===== src/rtl/mem_lsu.sv =====
// mem_lsu: single-outstanding RV32 load/store initiator for a synchronous-read,
// byte-strobed memory port. Aligns the address to a word, builds byte strobes
// and lane-replicated store data, waits out the read latency for loads and
// extracts/extends the addressed byte, half or word. Misaligned or illegal
// requests complete immediately with resp_err and never touch memory.
//
// Handshake: a request is accepted on a rising edge where req_valid and
// req_ready are both high; req_ready is high only in IDLE and outside reset.
// The requester holds the request stable until accepted. Every accepted
// request produces exactly one resp_valid pulse.
module mem_lsu #(
    parameter int unsigned READ_LATENCY = 1
) (
    input  logic        clk,
    input  logic        rst,
    input  logic        req_valid,
    output logic        req_ready,
    input  logic        req_we,
    input  logic [2:0]  req_funct3,
    input  logic [31:0] req_addr,
    input  logic [31:0] req_wdata,
    output logic        resp_valid,
    output logic [31:0] resp_rdata,
    output logic        resp_err,
    output logic [31:0] mem_addr,
    output logic [31:0] mem_wdata,
    output logic        mem_rd_strobe,
    output logic [3:0]  mem_wr_strobe,
    input  logic [31:0] mem_rdata,
    output logic [1:0]  dbg_state
);

    typedef enum logic [1:0] {
        IDLE      = 2'd0,
        STORE     = 2'd1,
        LOAD_WAIT = 2'd2,
        RESP      = 2'd3
    } state_t;

    state_t      state_q;
    logic [2:0]  cnt_q;
    logic [1:0]  lane_q;
    logic [2:0]  funct3_q;
    logic [31:0] mem_addr_q;
    logic [31:0] mem_wdata_q;
    logic        mem_rd_strobe_q;
    logic [3:0]  mem_wr_strobe_q;
    logic        resp_valid_q;
    logic        resp_err_q;
    logic [31:0] resp_rdata_q;

    logic        req_err;
    logic [3:0]  st_strobe;
    logic [31:0] st_wdata;
    logic [31:0] ld_shift_b;
    logic [31:0] ld_shift_h;
    logic [31:0] ld_data;

    // Reject misaligned halves/words, reserved funct3 and unsigned-store encodings
    always_comb begin
        req_err = 1'b0;
        case (req_funct3)
            3'b000:  req_err = 1'b0;
            3'b001:  req_err = req_addr[0];
            3'b010:  req_err = |req_addr[1:0];
            3'b100:  req_err = req_we;
            3'b101:  req_err = req_we | req_addr[0];
            default: req_err = 1'b1;
        endcase
    end

    // Byte-lane strobes and replicated write data for the incoming store
    always_comb begin
        st_strobe = 4'b0000;
        st_wdata  = req_wdata;
        case (req_funct3[1:0])
            2'b00: begin
                st_strobe = 4'b0001 << req_addr[1:0];
                st_wdata  = {4{req_wdata[7:0]}};
            end
            2'b01: begin
                st_strobe = req_addr[1] ? 4'b1100 : 4'b0011;
                st_wdata  = {2{req_wdata[15:0]}};
            end
            default: begin
                st_strobe = 4'b1111;
                st_wdata  = req_wdata;
            end
        endcase
    end

    // Extract and extend the addressed lane of the returning read word
    always_comb begin
        ld_shift_b = mem_rdata >> {lane_q, 3'b000};
        ld_shift_h = mem_rdata >> {lane_q[1], 4'b0000};
        ld_data    = mem_rdata;
        case (funct3_q)
            3'b000:  ld_data = {{24{ld_shift_b[7]}}, ld_shift_b[7:0]};
            3'b100:  ld_data = {24'd0, ld_shift_b[7:0]};
            3'b001:  ld_data = {{16{ld_shift_h[15]}}, ld_shift_h[15:0]};
            3'b101:  ld_data = {16'd0, ld_shift_h[15:0]};
            default: ld_data = mem_rdata;
        endcase
    end

    // Control FSM with all memory-side and response outputs registered
    always_ff @(posedge clk) begin
        if (rst) begin
            state_q         <= IDLE;
            cnt_q           <= 3'd0;
            lane_q          <= 2'd0;
            funct3_q        <= 3'd0;
            mem_addr_q      <= 32'd0;
            mem_wdata_q     <= 32'd0;
            mem_rd_strobe_q <= 1'b0;
            mem_wr_strobe_q <= 4'b0000;
            resp_valid_q    <= 1'b0;
            resp_err_q      <= 1'b0;
            resp_rdata_q    <= 32'd0;
        end else begin
            mem_rd_strobe_q <= 1'b0;
            mem_wr_strobe_q <= 4'b0000;
            resp_valid_q    <= 1'b0;
            resp_err_q      <= 1'b0;
            resp_rdata_q    <= 32'd0;
            case (state_q)
                IDLE: begin
                    if (req_valid) begin
                        lane_q   <= req_addr[1:0];
                        funct3_q <= req_funct3;
                        if (req_err) begin
                            state_q      <= RESP;
                            resp_valid_q <= 1'b1;
                            resp_err_q   <= 1'b1;
                        end else if (req_we) begin
                            state_q         <= STORE;
                            mem_addr_q      <= {req_addr[31:2], 2'b00};
                            mem_wdata_q     <= st_wdata;
                            mem_wr_strobe_q <= st_strobe;
                            resp_valid_q    <= 1'b1;
                        end else begin
                            state_q         <= LOAD_WAIT;
                            mem_addr_q      <= {req_addr[31:2], 2'b00};
                            mem_rd_strobe_q <= 1'b1;
                            cnt_q           <= 3'd0;
                        end
                    end
                end
                STORE: begin
                    state_q <= IDLE;
                end
                LOAD_WAIT: begin
                    // Data is valid in the cycle where the counter reaches the latency
                    if (cnt_q == 3'(READ_LATENCY)) begin
                        state_q      <= RESP;
                        resp_valid_q <= 1'b1;
                        resp_rdata_q <= ld_data;
                    end else begin
                        cnt_q <= cnt_q + 3'd1;
                    end
                end
                RESP: begin
                    state_q <= IDLE;
                end
                default: begin
                    state_q <= IDLE;
                end
            endcase
        end
    end

    assign req_ready     = (state_q == IDLE) && !rst;
    assign resp_valid    = resp_valid_q;
    assign resp_rdata    = resp_rdata_q;
    assign resp_err      = resp_err_q;
    assign mem_addr      = mem_addr_q;
    assign mem_wdata     = mem_wdata_q;
    assign mem_rd_strobe = mem_rd_strobe_q;
    assign mem_wr_strobe = mem_wr_strobe_q;
    assign dbg_state     = state_q;

endmodule


===== config.mk =====
export PLATFORM = sky130hd
export DESIGN_NAME = mem_lsu
export DESIGN_NICKNAME = d
export VERILOG_FILES = /design/src/rtl/mem_lsu.sv
export SDC_FILE = /design/constraint.sdc
export NUM_CORES = 1
export LEC_CHECK = 0
export BUFFER_PORTS_ARGS = -buffer_cell sky130_fd_sc_hd__buf_2
export CORE_MARGIN = 2
export CORE_UTILIZATION = 50
export DETAILED_ROUTE_END_ITERATION = 8
export GPL_TIMING_DRIVEN = 0
export PLACE_DENSITY = 0.85
export SLEW_MARGIN = 5
export SYNTH_ARGS = -nofsm -noshare
export SYNTH_HDL_FRONTEND = slang
export SYNTH_SLANG_ARGS = --single-unit

===== constraint.sdc =====
create_clock -name clk -period 2.2 [get_ports clk]
set_input_delay 0.55 -clock clk [delete_from_list [all_inputs] [get_ports clk]]
set_output_delay 0.55 -clock clk [all_outputs]
set_load 0.01 [all_outputs]

==> metrics.md, run 1 <==
| Metric | Value |
|---|---|
| Status | `finished, final reports clean` |
| Crit start category | `flop` |
| Tot Pwr | `3.785 mW` |
| Internal power | `2.716 mW` |
| Cts bufs inserted | `9` |
| Final WS setup | `0.2986 ns` |
| Clock skew | `0.01128 ns` |
| Drt pass-1 iters | `5` |
| DP HPWL | `10.41 mm` |
| Synth Warn # | `0` |
| Main synth FF type | `dfxtp_1` |
| Worst-path fanout max | `10` |
| Layout cells sized above 1 | `0.3488` |
| Leak | `2.797 nW` |
| Cell area power density | `640.5 mW/mm2` |
| Antenna diode count | `0` |
| Cts repair resizes | `0` |
| Clock root buffer | `clkbuf_8` |
| Number of port buffers | `205` |
| Site Rows | `34` |
| Clock latency on the worst-skew pair | `0.37 ns` |
| Hold slack | `0.4104 ns` |
| Routed vias/inst | `5.434` |
| WS Path Type | `reg2reg` |
| DP Worst Slack | `0.1431 ns` |
| Clock transition at path regs | `0.10 ns` |
| Asr flop ratio synth | `0` |
| Number of global-route vias before repair | `4,585` |
| Initial antenna violation count | `1` |
| Seq cells post-synth | `111` |
| Crit path arrival time | `2.14 ns` |
| Final setup violation count | `0` |
| P_sw | `1.069 mW` |
| Placed Cells | `846` |
| Combinational Power Share | `0.158` |
| Core ar. | `0.008806 mm2` |
| CP Capture Type | `flop` |
| Global route overflow | `0` |
| Avg Cell Area, Syn | `8.608 um2` |
| Die Wd | `99.70 um` |
| Routability congestion estimate | `0.9137` |
| Final ANT Viol Nets | `0` |
| Post-synth cell types | `42` |
| I/O pin cnt | `209` |
| Routed Wire Length | `13.36 mm` |
| Hold Path Class | `in2reg` |
| Switch share | `0.2823` |
| Initial Util | `0.5200` |
| Fin cells | `862` |
| Unrepaired setup endpoints after global routing | `false` |
| Required time worst endpoint | `2.44 ns` |
| Clk pwr share | `0.286` |
| Max Slew Vio Count | `0` |
| Mapped cell area | `0.004579 mm2` |
| Vias | `4,684` |
| Filler Cells Inserted | `747` |
| DIE AREA | `0.009940 mm2` |
| Syn Inst Count | `532` |
| Drc violations | `0` |
| Max_slew headroom | `0.5045` |
| Longest Clk Path Bufs | `2` |
| Hold_buf cts | `0` |
| # Post-CTS Setup Buffers | `0` |
| CTS tree | `built` |
| Wire length per cell | `15.50 um` |
| H-tree depth | `3` |
| Die height | `99.70 um` |
| Post-synth EDFFs | `0` |
| Post-route setup TNS | `0 ns` |
| Worst Tran Pin Value | `0.7432 ns` |
| Initial DRC count | `208` |
| Clock net sink count | `111` |
| Max-cap violations | `0` |
| Fin. Hold Viols | `0` |
| GRT Resource Usage Total | `0.2670` |
| Largest net degree at the start of global routing | `18` |
| Fmax | `0.5259 GHz` |
| Nets@finish | `854` |
| First-pass GRT wire length | `21.21 mm` |
| Part of the cycle the worst path needs | `0.8643` |
| Sequential-to-total area share from yosys stat | `0.4852` |
| Tmin final | `1.901 ns` |
| Area growth, synth to finish | `29.04%` |
| Maximum VDD drop | `394.2 uV` |
| Sequential Power Share | `0.556` |
state kept, by name, indices dropped and copies added (netlist names):
register,flops
resp_valid,1
mem_addr,30
funct3_q,3
resp_rdata,32
lane_q,2
resp_err,1
mem_wdata,32
mem_rd_strobe,1
cnt_q,3
dbg_state,2
mem_wr_strobe,4
stage by stage:
| stage | area (um2) | utilization |
|---|---|---|
| after floorplan | 4583 | - |
| after global placement | 5744 | 0.6523 |
| after detailed placement | 5744 | 0.6523 |
| after CTS | 5909 | 0.6711 |
| after global routing | 5909 | 0.6711 |
| final | 5909 | 0.6711 |
cells in the mapped netlist, types with 3 or more instances:
cell	instances	area, um2
mux2i_1	23	230.2
o211ai_1	9	67.56
a311oi_1	4	35.03
nor2b_1	3	18.77
or3_1	3	18.77
buf_6	3	33.78
a21oi_1	77	385.4
nand2_1	111	416.7
a221oi_1	11	96.34
a222oi_1	5	50.05
a211oi_2	8	100.1
dfxtp_1	111	2222
buf_4	9	67.56
o21ai_0	20	100.1
buf_2	12	60.06
clkbuf_1	15	56.30
nor3_1	6	30.03
inv_1	29	108.9
nand2b_1	6	37.54
nor2_1	35	131.4
a311oi_2	4	60.06
critical path, stage by stage (launching register included):
cell     delay (ns)
dfxtp_1        0.45
mux2i_1        0.39
o22ai_1        0.14
o21ai_1        0.48
buf_4          0.27
a21oi_1        0.05
per-layer routing:
metal,vias to the layer above,track usage,wire (um),share of wire
li1,2252,-,-,-
met1,2158,0.3071,5229,0.39
met2,244,0.4709,6608,0.49
met3,28,0.08082,1185,0.089
met4,2,0.09168,318,0.024
met5,-,0,16,0.0012
power by group through the flow:
stage | sequential [mW] | combinational (mW) | clock, mW
after global routing | 2.11 | 0.655 | 1.19
after global placement | 2.15 | 0.571 | 0
after floorplan | 2.17 | 0.312 | 0
after CTS | 2.11 | 0.592 | 1.11
final | 2.11 | 0.597 | 1.08
after detailed placement | 2.15 | 0.590 | 0
final timing paths:
kind / startpoint / cells after the start / endpoint / slack [ns]
setup / recovery: lane_q[1] / 5 / resp_rdata[29] / 0.30
hold / removal: req_addr[24] / 3 / mem_addr[24] / 0.41
setup reg to reg: lane_q[1] / 5 / resp_rdata[29] / 0.30
hold reg to reg: mem_addr[6] / 2 / mem_addr[6] / 0.46
placed cells by master, fill, tap and decap left out, drive strengths merged, types with 7 or more instances in the layout:
cell	count
dfxtp	111
inv	29
mux2i	23
o21ai	22
a221oi	11
a21oi	78
clkbuf	25
a311oi	8
o211ai	10
nand2	111
nor3	7
buf	229
nor2	35
a211oi	9
area by class of cell:
class                   count  area, um2  area share
plain buffers              39      217.7     0.03684
clock buffers              10      127.6     0.02160
clock inverters             6      37.54    0.006352
inverters                  30      112.6     0.01906
multi-input cells         353       2031      0.3436
flip-flops and latches    111       2222      0.3760
well taps                 108      135.1     0.02287
repair buffers            205       1026      0.1736
cell families (layout without fill, tap and decap cells):
logic type | count (synthesis) | count (layout) | share of synthesized area
other | 1 | 2 | 0.0008189
DFF | 111 | 111 | 0.4852
buffers and inverters | 69 | 290 | 0.07213
and+or+nand+nor | 171 | 171 | 0.1590
adders and majority gates | 2 | 2 | 0.005464
AOI/OAI and AO/OA | 155 | 155 | 0.2270
muxes | 23 | 23 | 0.05027
Power figures use the tool's default switching activity.
==> run 2, diff against run 1 <==
- CORE_UTILIZATION: 50 -> 42
- PLACE_DENSITY: 0.85 -> 0.76
- clock period: 2.2 -> 1.56 ns (I/O delays scaled with it)
==> metrics.md, run 2 (synthesis results as in run 1) <==
| Metric | Value |
|---|---|
| Antenna diode count | `0 (unchanged)` |
| Die height | `108.4 um (was 99.70 um)` |
| WS Path Type | `reg2reg (unchanged)` |
| Clock skew | `0.01305 ns (was 0.01128 ns)` |
| Final setup violation count | `3 (was 0)` |
| CP max stage delay | `0.41 ns (was 0.48 ns)` |
| Hold_buf cts | `0 (unchanged)` |
| Maximum VDD drop | `440.6 uV (was 394.2 uV)` |
| Worst r2r dst | `resp_rdata[11] (was resp_rdata[29])` |
| Required time worst endpoint | `1.83 ns (was 2.44 ns)` |
| Internal power | `4.045 mW (was 2.716 mW)` |
| Worst hold endpoint | `mem_addr[3] (was mem_addr[24])` |
| Highest-count cells in the layout ignoring fill and taps | `buf_2, nand2_1, dfxtp_1 (unchanged)` |
| Crit-path cells | `clkbuf_4 > buf_4 > nand2_1 > o21ai_0 > a21oi_1 > a221oi_1 (was mux2i_1 > o22ai_1 > o21ai_1 > buf_4 > a21oi_1)` |
| Cell area power density | `899.8 mW/mm2 (was 640.5 mW/mm2)` |
| Wire length per cell | `15.41 um (was 15.50 um)` |
| Unrepaired setup endpoints after global routing | `true (was false)` |
| CP delay by family, top | `compound AO/OA/AOI/OAI gates (unchanged)` |
| Routability congestion estimate | `0.8379 (was 0.9137)` |
| GRT Resource Usage Total | `0.2262 (was 0.2670)` |
| Initial DRC count | `342 (was 208)` |
| Clock root buffer | `clkbuf_8 (unchanged)` |
| Largest net degree at the start of global routing | `17 (was 18)` |
| Final design utilization | `0.5752 (was 0.6711)` |
| Global route overflow | `0 (unchanged)` |
| Number of port buffers | `205 (unchanged)` |
| Routed Wire Length | `13.84 mm (was 13.36 mm)` |
| DP HPWL | `10.57 mm (was 10.41 mm)` |
| Status | `finished with violations (was finished, final reports clean)` |
| Leak | `2.892 nW (was 2.797 nW)` |
| Final WS setup | `-0.04592 ns (was 0.2986 ns)` |
| Placed Cells | `878 (was 846)` |
| Clock transition at path regs | `0.10 ns (about the same)` |
| Nets@finish | `859 (was 854)` |
| Worst-path fanout max | `10 (unchanged)` |
| First-pass GRT wire length | `20.84 mm (was 21.21 mm)` |
| Tmin final | `1.606 ns (was 1.901 ns)` |
| CP Capture Type | `flop (unchanged)` |
| Layout cells sized above 1 | `0.3852 (was 0.3488)` |
| Violated checks | `negative setup slack` |
| Routed vias/inst | `5.227 (was 5.434)` |
| Max Slew Vio Count | `0 (unchanged)` |
| Crit path arrival time | `1.88 ns (was 2.14 ns)` |
| Cts bufs inserted | `9 (unchanged)` |
| H-tree depth | `3 (unchanged)` |
| Die Wd | `108.4 um (was 99.70 um)` |
| Max_slew headroom | `0.5122 (was 0.5045)` |
| Worst Hold Path Cells | `3 (unchanged)` |
| Clk pwr share | `0.302 (was 0.286)` |
| Clock latency on the worst-skew pair | `0.37 ns (about the same)` |
| Sequential Power Share | `0.536 (was 0.556)` |
| Worst Tran Pin Value | `0.7316 ns (was 0.7432 ns)` |
| R2r startpoint | `lane_q[1] (unchanged)` |
| Filler Cells Inserted | `1,004 (was 747)` |
| Combinational Power Share | `0.162 (was 0.158)` |
| Vias | `4,694 (was 4,684)` |
| Worst reg2reg path depth | `6 (was 5)` |
| Hold path start | `req_addr[3] (was req_addr[24])` |
| Core ar. | `0.01075 mm2 (was 0.008806 mm2)` |
| Clock net sink count | `111 (unchanged)` |
| Switch share | `0.2727 (was 0.2823)` |
| Area growth, synth to finish | `34.97% (was 29.04%)` |
| DIE AREA | `0.01175 mm2 (was 0.009940 mm2)` |
| Site Rows | `38 (was 34)` |
| Fin. Hold Viols | `0 (unchanged)` |
| Crit start category | `flop (unchanged)` |
| Number of global-route vias before repair | `4,389 (was 4,585)` |
| Setup slack, reg-to-reg | `-0.05 ns (was 0.30 ns)` |
| Final ANT Viol Nets | `0 (unchanged)` |
| P_sw | `1.516 mW (was 1.069 mW)` |
| Longest Clk Path Bufs | `2 (unchanged)` |
| Drc violations | `0 (unchanged)` |
| Fin cells | `898 (was 862)` |
| Initial antenna violation count | `0 (was 1)` |
| Drt pass-1 iters | `5 (unchanged)` |
| I/O pin cnt | `209 (unchanged)` |
| Initial Util | `0.4262 (was 0.5200)` |
| Fmax | `0.6227 GHz (was 0.5259 GHz)` |
| Part of the cycle the worst path needs | `1.029 (was 0.8643)` |
| Hold Path Class | `in2reg (unchanged)` |
| Max-cap violations | `0 (unchanged)` |
| CP Buf/Inv Count | `2 (was 1)` |
| Commonest non-fill, non-tap cell in the layout | `buf_2 (unchanged)` |
| Slowest-stage cell, CP | `dfxtp_2 (was o21ai_1)` |
| CTS tree | `built (unchanged)` |
[run 2: worst max-delay path by stage]
stage                  start        endpoint  slack (ns)  cells after the start
2_1_floorplan      lane_q[1]  resp_rdata[22]        0.06                      5
3_3_place_gp   mem_rdata[31]  resp_rdata[27]       -0.26                      6
3_5_place_dp       lane_q[1]  resp_rdata[22]       -0.33                      5
4_1_cts         dbg_state[0]       req_ready       0.004                      2
5_1_grt         dbg_state[1]    mem_addr[30]       -0.05                      6
6_report           lane_q[1]  resp_rdata[11]       -0.05                      6
[run 2: layout make-up]
type / instances / area, um2 / share of cell area
Clock buffer: 13 / 178.9 / 0.02895
Tap cell: 140 / 175.2 / 0.02834
Sequential cell: 111 / 2231 / 0.3609
Buffer: 38 / 237.7 / 0.03846
Timing Repair Buffer: 211 / 1091 / 0.1765
Inverter: 30 / 112.6 / 0.01822
Multi-Input combinational cell: 353 / 2141 / 0.3464
Clock inverter: 2 / 13.76 / 0.002227
[run 2: power by group through the flow]
stage	Sequential, mW	Clock (mW)	Combinational (mW)
6_report	2.98	1.68	0.902
5_1_grt	2.99	1.83	0.988
4_1_cts	2.97	1.73	0.852
3_5_place_dp	3.04	0	0.831
3_3_place_gp	3.03	0	0.809
2_1_floorplan	3.06	0	0.440
[run 2: metrics by stage]
stage	setup TNS, ns	setup slack, ns	power [mW]	cell area (um2)	hold slack (ns)
after global placement	-12.57	-0.2636	3.840	5784	0.4399
after detailed placement	-17.17	-0.3336	3.868	5784	0.4432
after CTS	0	0.003690	5.552	6033	0.2331
final	-0.07106	-0.04592	5.562	6181	0.2535
after floorplan	0	0.05912	3.504	4583	0.4567
after global routing	-1.225	-0.04570	5.809	6181	0.2387
[run 2: worst register-to-register path, delay by kind of cell, from the launching register on]
| kind | cells | cell delay, ns |
|---|---|---|
| AO/OA/AOI/OAI | 3 | 0.61 |
| buffers and inverters | 2 | 0.43 |
| flip-flops | 1 | 0.41 |
| AND/OR/NAND/NOR | 1 | 0.08 |
[run 2: repair_timing]
item,4_1_cts,5_1_grt
gates cloned,0,1
resized for setup,13,27
setup buffers,2,3
endpoints found under the setup margin,65,78
pin swaps,2,2
[run 2: routing by layer]
| layer | vias up | GRT usage | wire length [um] | share of wire |
|---|---|---|---|---|
| met1 | 2158 | 0.2699 | 5488 | 0.40 |
| met3 | 30 | 0.05666 | 1376 | 0.099 |
| li1 | 2261 | - | - | - |
| met4 | 0 | 0.09890 | 347 | 0.025 |
| met5 | - | 0 | 0 | 0 |
| met2 | 245 | 0.3839 | 6626 | 0.48 |
